### src/rtl/multicycle_sequencer.sv
// Multicycle instruction sequencer: FETCH / EXEC / MEM / WB with trap entry
// for access faults, bus timeouts, illegal opcodes and external interrupts.
module multicycle_sequencer #(
    parameter int unsigned TIMEOUT_CYCLES = 16,
    parameter int unsigned TIMEOUT_W      = 8,
    parameter int unsigned RESET_DELAY    = 2
) (
    input  logic        clk_i,
    input  logic        reset_ni,
    input  logic [31:0] ir_i,
    input  logic        mem_ready_i,
    input  logic        mem_error_i,
    input  logic        irq_i,
    input  logic        irq_enable_i,
    output logic        mem_req_o,
    output logic        mem_we_o,
    output logic        mem_addr_sel_o,
    output logic        ir_we_o,
    output logic        pc_we_o,
    output logic        regfile_we_o,
    output logic        retire_o,
    output logic        trap_o,
    output logic [3:0]  trap_cause_o,
    output logic [2:0]  state_o
);

    localparam int unsigned DELAY_W = (RESET_DELAY > 1) ? $clog2(RESET_DELAY) : 1;
    localparam int unsigned TO_LAST = (TIMEOUT_CYCLES > 0) ? TIMEOUT_CYCLES - 1 : 0;
    localparam bit          TO_EN   = (TIMEOUT_CYCLES > 0);

    localparam logic [6:0] OPC_LOAD     = 7'b0000011;
    localparam logic [6:0] OPC_MISC_MEM = 7'b0001111;
    localparam logic [6:0] OPC_OP_IMM   = 7'b0010011;
    localparam logic [6:0] OPC_AUIPC    = 7'b0010111;
    localparam logic [6:0] OPC_STORE    = 7'b0100011;
    localparam logic [6:0] OPC_OP       = 7'b0110011;
    localparam logic [6:0] OPC_LUI      = 7'b0110111;
    localparam logic [6:0] OPC_BRANCH   = 7'b1100011;
    localparam logic [6:0] OPC_JALR     = 7'b1100111;
    localparam logic [6:0] OPC_JAL      = 7'b1101111;
    localparam logic [6:0] OPC_SYSTEM   = 7'b1110011;

    localparam logic [3:0] CAUSE_FETCH   = 4'd1;
    localparam logic [3:0] CAUSE_ILLEGAL = 4'd2;
    localparam logic [3:0] CAUSE_LOAD    = 4'd5;
    localparam logic [3:0] CAUSE_STORE   = 4'd7;
    localparam logic [3:0] CAUSE_IRQ     = 4'd11;

    typedef enum logic [2:0] {
        ST_RESET = 3'd0,
        ST_FETCH = 3'd1,
        ST_EXEC  = 3'd2,
        ST_MEM   = 3'd3,
        ST_WB    = 3'd4,
        ST_TRAP  = 3'd5
    } state_t;

    state_t               state_q, state_d;
    logic [DELAY_W-1:0]   delay_q;
    logic [TIMEOUT_W-1:0] tcnt_q;
    logic [3:0]           cause_q, cause_d;
    logic                 is_store_q;
    logic [6:0]           opcode;
    logic                 timed_out;
    logic                 irq_take;
    logic                 unused_ir_bits;

    assign opcode         = ir_i[6:0];
    assign unused_ir_bits = ^ir_i[31:7];
    assign irq_take       = irq_i & irq_enable_i;
    assign timed_out      = TO_EN && (tcnt_q == TIMEOUT_W'(TO_LAST)) && !mem_ready_i;
    assign state_o        = state_q;
    assign trap_cause_o   = cause_q;

    // State, counters and trap cause; timeout counter restarts on every new request
    always_ff @(posedge clk_i) begin
        if (!reset_ni) begin
            state_q    <= ST_RESET;
            delay_q    <= '0;
            tcnt_q     <= '0;
            cause_q    <= '0;
            is_store_q <= 1'b0;
        end else begin
            state_q <= state_d;
            cause_q <= cause_d;
            if (state_q == ST_RESET) begin
                delay_q <= delay_q + DELAY_W'(1);
            end
            if ((state_d == ST_FETCH || state_d == ST_MEM) && state_d != state_q) begin
                tcnt_q <= '0;
            end else if (mem_req_o && !mem_ready_i && tcnt_q != '1) begin
                tcnt_q <= tcnt_q + TIMEOUT_W'(1);
            end
            if (state_q == ST_EXEC) begin
                is_store_q <= (opcode == OPC_STORE);
            end
        end
    end

    // Next state and strobes; write enables only fire on completed requests
    always_comb begin
        state_d        = state_q;
        cause_d        = cause_q;
        mem_req_o      = 1'b0;
        mem_we_o       = 1'b0;
        mem_addr_sel_o = 1'b0;
        ir_we_o        = 1'b0;
        pc_we_o        = 1'b0;
        regfile_we_o   = 1'b0;
        retire_o       = 1'b0;
        trap_o         = 1'b0;

        case (state_q)
            ST_RESET: begin
                if (delay_q == DELAY_W'(RESET_DELAY - 1)) begin
                    state_d = ST_FETCH;
                end
            end
            ST_FETCH: begin
                mem_req_o = 1'b1;
                if (mem_ready_i) begin
                    if (mem_error_i) begin
                        state_d = ST_TRAP;
                        cause_d = CAUSE_FETCH;
                    end else begin
                        ir_we_o = 1'b1;
                        state_d = ST_EXEC;
                    end
                end else if (timed_out) begin
                    state_d = ST_TRAP;
                    cause_d = CAUSE_FETCH;
                end
            end
            ST_EXEC: begin
                case (opcode)
                    OPC_LOAD, OPC_STORE: state_d = ST_MEM;
                    OPC_LUI, OPC_AUIPC, OPC_JAL, OPC_JALR, OPC_OP, OPC_OP_IMM, OPC_SYSTEM: begin
                        pc_we_o      = 1'b1;
                        retire_o     = 1'b1;
                        regfile_we_o = 1'b1;
                    end
                    OPC_BRANCH, OPC_MISC_MEM: begin
                        pc_we_o  = 1'b1;
                        retire_o = 1'b1;
                    end
                    default: begin
                        state_d = ST_TRAP;
                        cause_d = CAUSE_ILLEGAL;
                    end
                endcase
            end
            ST_MEM: begin
                mem_req_o      = 1'b1;
                mem_addr_sel_o = 1'b1;
                mem_we_o       = is_store_q;
                if ((mem_ready_i && mem_error_i) || timed_out) begin
                    state_d = ST_TRAP;
                    cause_d = is_store_q ? CAUSE_STORE : CAUSE_LOAD;
                end else if (mem_ready_i) begin
                    if (is_store_q) begin
                        pc_we_o  = 1'b1;
                        retire_o = 1'b1;
                    end else begin
                        state_d = ST_WB;
                    end
                end
            end
            ST_WB: begin
                regfile_we_o = 1'b1;
                pc_we_o      = 1'b1;
                retire_o     = 1'b1;
            end
            ST_TRAP: begin
                trap_o  = 1'b1;
                pc_we_o = 1'b1;
                state_d = ST_FETCH;
            end
            default: state_d = ST_RESET;
        endcase

        // Instruction boundary: pending enabled interrupt preempts the next fetch
        if (retire_o) begin
            if (irq_take) begin
                state_d = ST_TRAP;
                cause_d = CAUSE_IRQ;
            end else begin
                state_d = ST_FETCH;
            end
        end
    end

endmodule
### config.mk
export PLATFORM = sky130hd
export DESIGN_NAME = multicycle_sequencer
export DESIGN_NICKNAME = d
export VERILOG_FILES = /design/src/rtl/multicycle_sequencer.sv
export SDC_FILE = /design/constraint.sdc
export NUM_CORES = 1
export LEC_CHECK = 0
export CAP_MARGIN = 20
export CORE_ASPECT_RATIO = 1.1
export CORE_MARGIN = 2
export CORE_UTILIZATION = 45
export CTS_CLUSTER_DIAMETER = 120
export CTS_CLUSTER_SIZE = 25
export DETAILED_ROUTE_END_ITERATION = 7
export PLACE_DENSITY_LB_ADDON = 0.1
export SETUP_SLACK_MARGIN = 0.3
export SYNTH_ARGS = -nofsm -noshare
export SYNTH_HDL_FRONTEND = slang
export SYNTH_SLANG_ARGS = --single-unit
### constraint.sdc
create_clock -name clk_i -period 5.7 [get_ports clk_i]
set_input_delay 1.425 -clock clk_i [delete_from_list [all_inputs] [get_ports clk_i]]
set_output_delay 1.425 -clock clk_i [all_outputs]
set_load 0.02 [all_outputs]
==> impl_metrics.json <==
{
  "io-pin-count": 53,
  "whs_ns": 0.4984,
  "worstMarginPinSlew_ns": 0.5468,
  "post-route-util": 0.5963,
  "grt_usage": 0.2115,
  "reg2reg_slack_ns": 3.39,
  "gp_congestion": 0.7512,
  "finalSetupViolCount": 0,
  "die_w_um": 53.29,
  "finalWorstSetupSlack_ns": 0.6195,
  "max-cap-violations": 0,
  "peakVddDrop_v": 0.0001714,
  "final_common_cell": "clkdlybuf4s50_1",
  "drc": 0,
  "fin_crit_sh": 0.8913,
  "finalNonFillerCells": 197,
  "grtUsageMet1": 0.2548,
  "root_buffer": "clkbuf_4",
  "netlist_area_mm2": 0.001202,
  "crit_chain": "clkdlybuf4s50_1 -> or3b_4 -> a2111oi_4 -> nor3_2 -> nand2b_1 -> clkdlybuf4s50_1",
  "ys_ff_latch": 17,
  "cts_buffers": 3,
  "synthToLayoutAreaGrowth_pct": 24.97,
  "fin_skew_ns": 0.003174,
  "p_per_area_mw_per_mm2": 264.8,
  "drive_gt1_frac": 0.09036,
  "die_area_mm2": 0.003102,
  "die_h_um": 58.22,
  "synth_nets": 179,
  "use_met3": 0.06186,
  "cts.repair.resized": 0,
  "postCtsSetupRepairBufs": 0,
  "final_area_mm2": 0.001503,
  "drv_slew": 0,
  "hold_class": "reg -> reg",
  "yosys.area.top_type": "dfxtp_1",
  "drt_iter0_drc": 22,
  "first_pass_iters": 4,
  "cp_slowest_cell": "clkdlybuf4s50_1",
  "dpl.cell_count": 193,
  "arrival_ns": 3.66,
  "rsz0062_at_grt": "false",
  "routed_wl_um": 2984,
  "netlist_instances": 140,
  "yosysTopAreaCellShare": 0.2830,
  "n_antenna_cell": 0,
  "antenna_found_initial": 0,
  "wl_per_cell_um": 15.15,
  "grt_start_max_net_pins": 16,
  "power_leakage_nw": 0.5091,
  "vias_per_cell": 5.898,
  "ctsHoldBuffers": 0,
  "clk_pin_slew_ns": 0.10,
  "synth_flop_cell": "dfxtp_1",
  "hold_viol": 0,
  "core_mm2": 0.002520,
  "layout_common_cells": "clkdlybuf4s50_1, dfxtp_1, nor2_1",
  "slew_headroom": 0.6346,
  "regArea_um2": 340.3,
  "nNetsFinal": 206,
  "htree_levels": 1,
  "cts_tree": "done",
  "avgSynthCellArea_um2": 8.589,
  "cts.sinks": 17,
  "post-dp-hpwl_um": 2237,
  "cp-end-kind": "primary output",
  "vias": 1162,
  "async_flop_share": 0,
  "grt_pass1_wl_um": 4968,
  "critical_path_class": "in -> out",
  "critPathLaunchType": "input pin",
  "multi_input_area_um2": 789.5,
  "synth-edff-count": 0,
  "fin_crit_ns": 5.080,
  "placementRows": 19,
  "grtUsageMet2": 0.3616,
  "yosysWarningCount": 0,
  "max_stage_delay_ns": 0.60,
  "final_antenna_net_count": 0,
  "place_area_mm2": 0.001476,
  "nFillCells": 254,
  "busiest_layer": "met2",
  "ys_seq_area_frac": 0.2830,
  "grt.overflow.total": 0,
  "timing.critical_path.buf_inv": 2,
  "max_freq_mhz": 196.8,
  "cts_buffer_depth": 2,
  "outcome": "finished clean",
  "cp_top_family": "buffers and inverters",
  "power_uw": 397.8,
  "totalNegativeSetupSlack_ns": 0,
  "critPathRequiredTime_ns": 4.28,
  "synthTopCellsByArea": "dfxtp_1, a211oi_1, nor2_1",
  "grt_pass1_vias": 1135,
  "cp_max_fo": 5,
  "path_common_cell": "clkdlybuf4s50_1",
  "port_buffers": 27,
  "synth_cell_type_count": 49,
  "place_ws_ns": 0.6504,
  "initial_core_util": 0.4772,
  "clk_latency_ns": 0.29
}
per-layer routing:
metal | wire [um] | share of wire
met5 | 0 | 0
met4 | 49 | 0.016
met3 | 152 | 0.051
met2 | 1525 | 0.51
met1 | 1256 | 0.42
kinds of logic (layout without fill, tap and decap cells):
family	after synthesis	in the layout	synth area share
mux	1	1	0.008325
simple gates	54	54	0.2581
xor+xnor	7	7	0.05099
buf+inv	15	41	0.06035
compound gates	45	45	0.3288
flops	17	17	0.2830
fa+ha+maj	1	1	0.01040
synth_stat cells (3+ instances only):
master / instances
a211oi_1: 9
a21oi_1: 8
dfxtp_1: 17
inv_1: 10
nand2_1: 8
nand2b_1: 7
nand3b_1: 3
nor2_1: 13
nor2b_1: 3
nor3_1: 3
o21ai_0: 6
xnor2_1: 4
xor2_1: 3
registers in the layout, summed over array words and instances, names as in the netlist:
name / cells
trap_cause_o: 4
is_store_q: 1
tcnt_q: 8
delay_q: 1
state_o: 3
layout make-up:
class / count / area share
multi-input combinational: 108 / 0.5254
timing repair buffer: 27 / 0.1799
clock buffer: 4 / 0.01749
tap: 31 / 0.02581
sequential: 17 / 0.2265
inverter: 10 / 0.02498
worst register-to-register path, cell delays in order, from the launching register on:
cell and delay [ns]:
dfxtp_1 0.62, or3b_1 0.54, a2111oi_2 0.39, o311ai_1 0.21, o221a_4 0.21, a221oi_2 0.25
power by group:
| group | switching [mW] | internal (mW) | total (mW) |
|---|---|---|---|
| registers | 0.0183 | 0.131 | 0.149 |
| logic | 0.101 | 0.0811 | 0.183 |
| clock network | 0.0389 | 0.0272 | 0.0661 |
| total | 0.159 | 0.239 | 0.398 |
path summary, 6_finish.rpt:
| kind | start | to | cells after the start |
|---|---|---|---|
| max | ir_i[3] | pc_we_o | 6 |
| min reg2reg | is_store_q | is_store_q | 2 |
| min | is_store_q | is_store_q | 2 |
| max reg2reg | state_o[1] | tcnt_q[5] | 5 |
(Power assumes the default switching activity.)
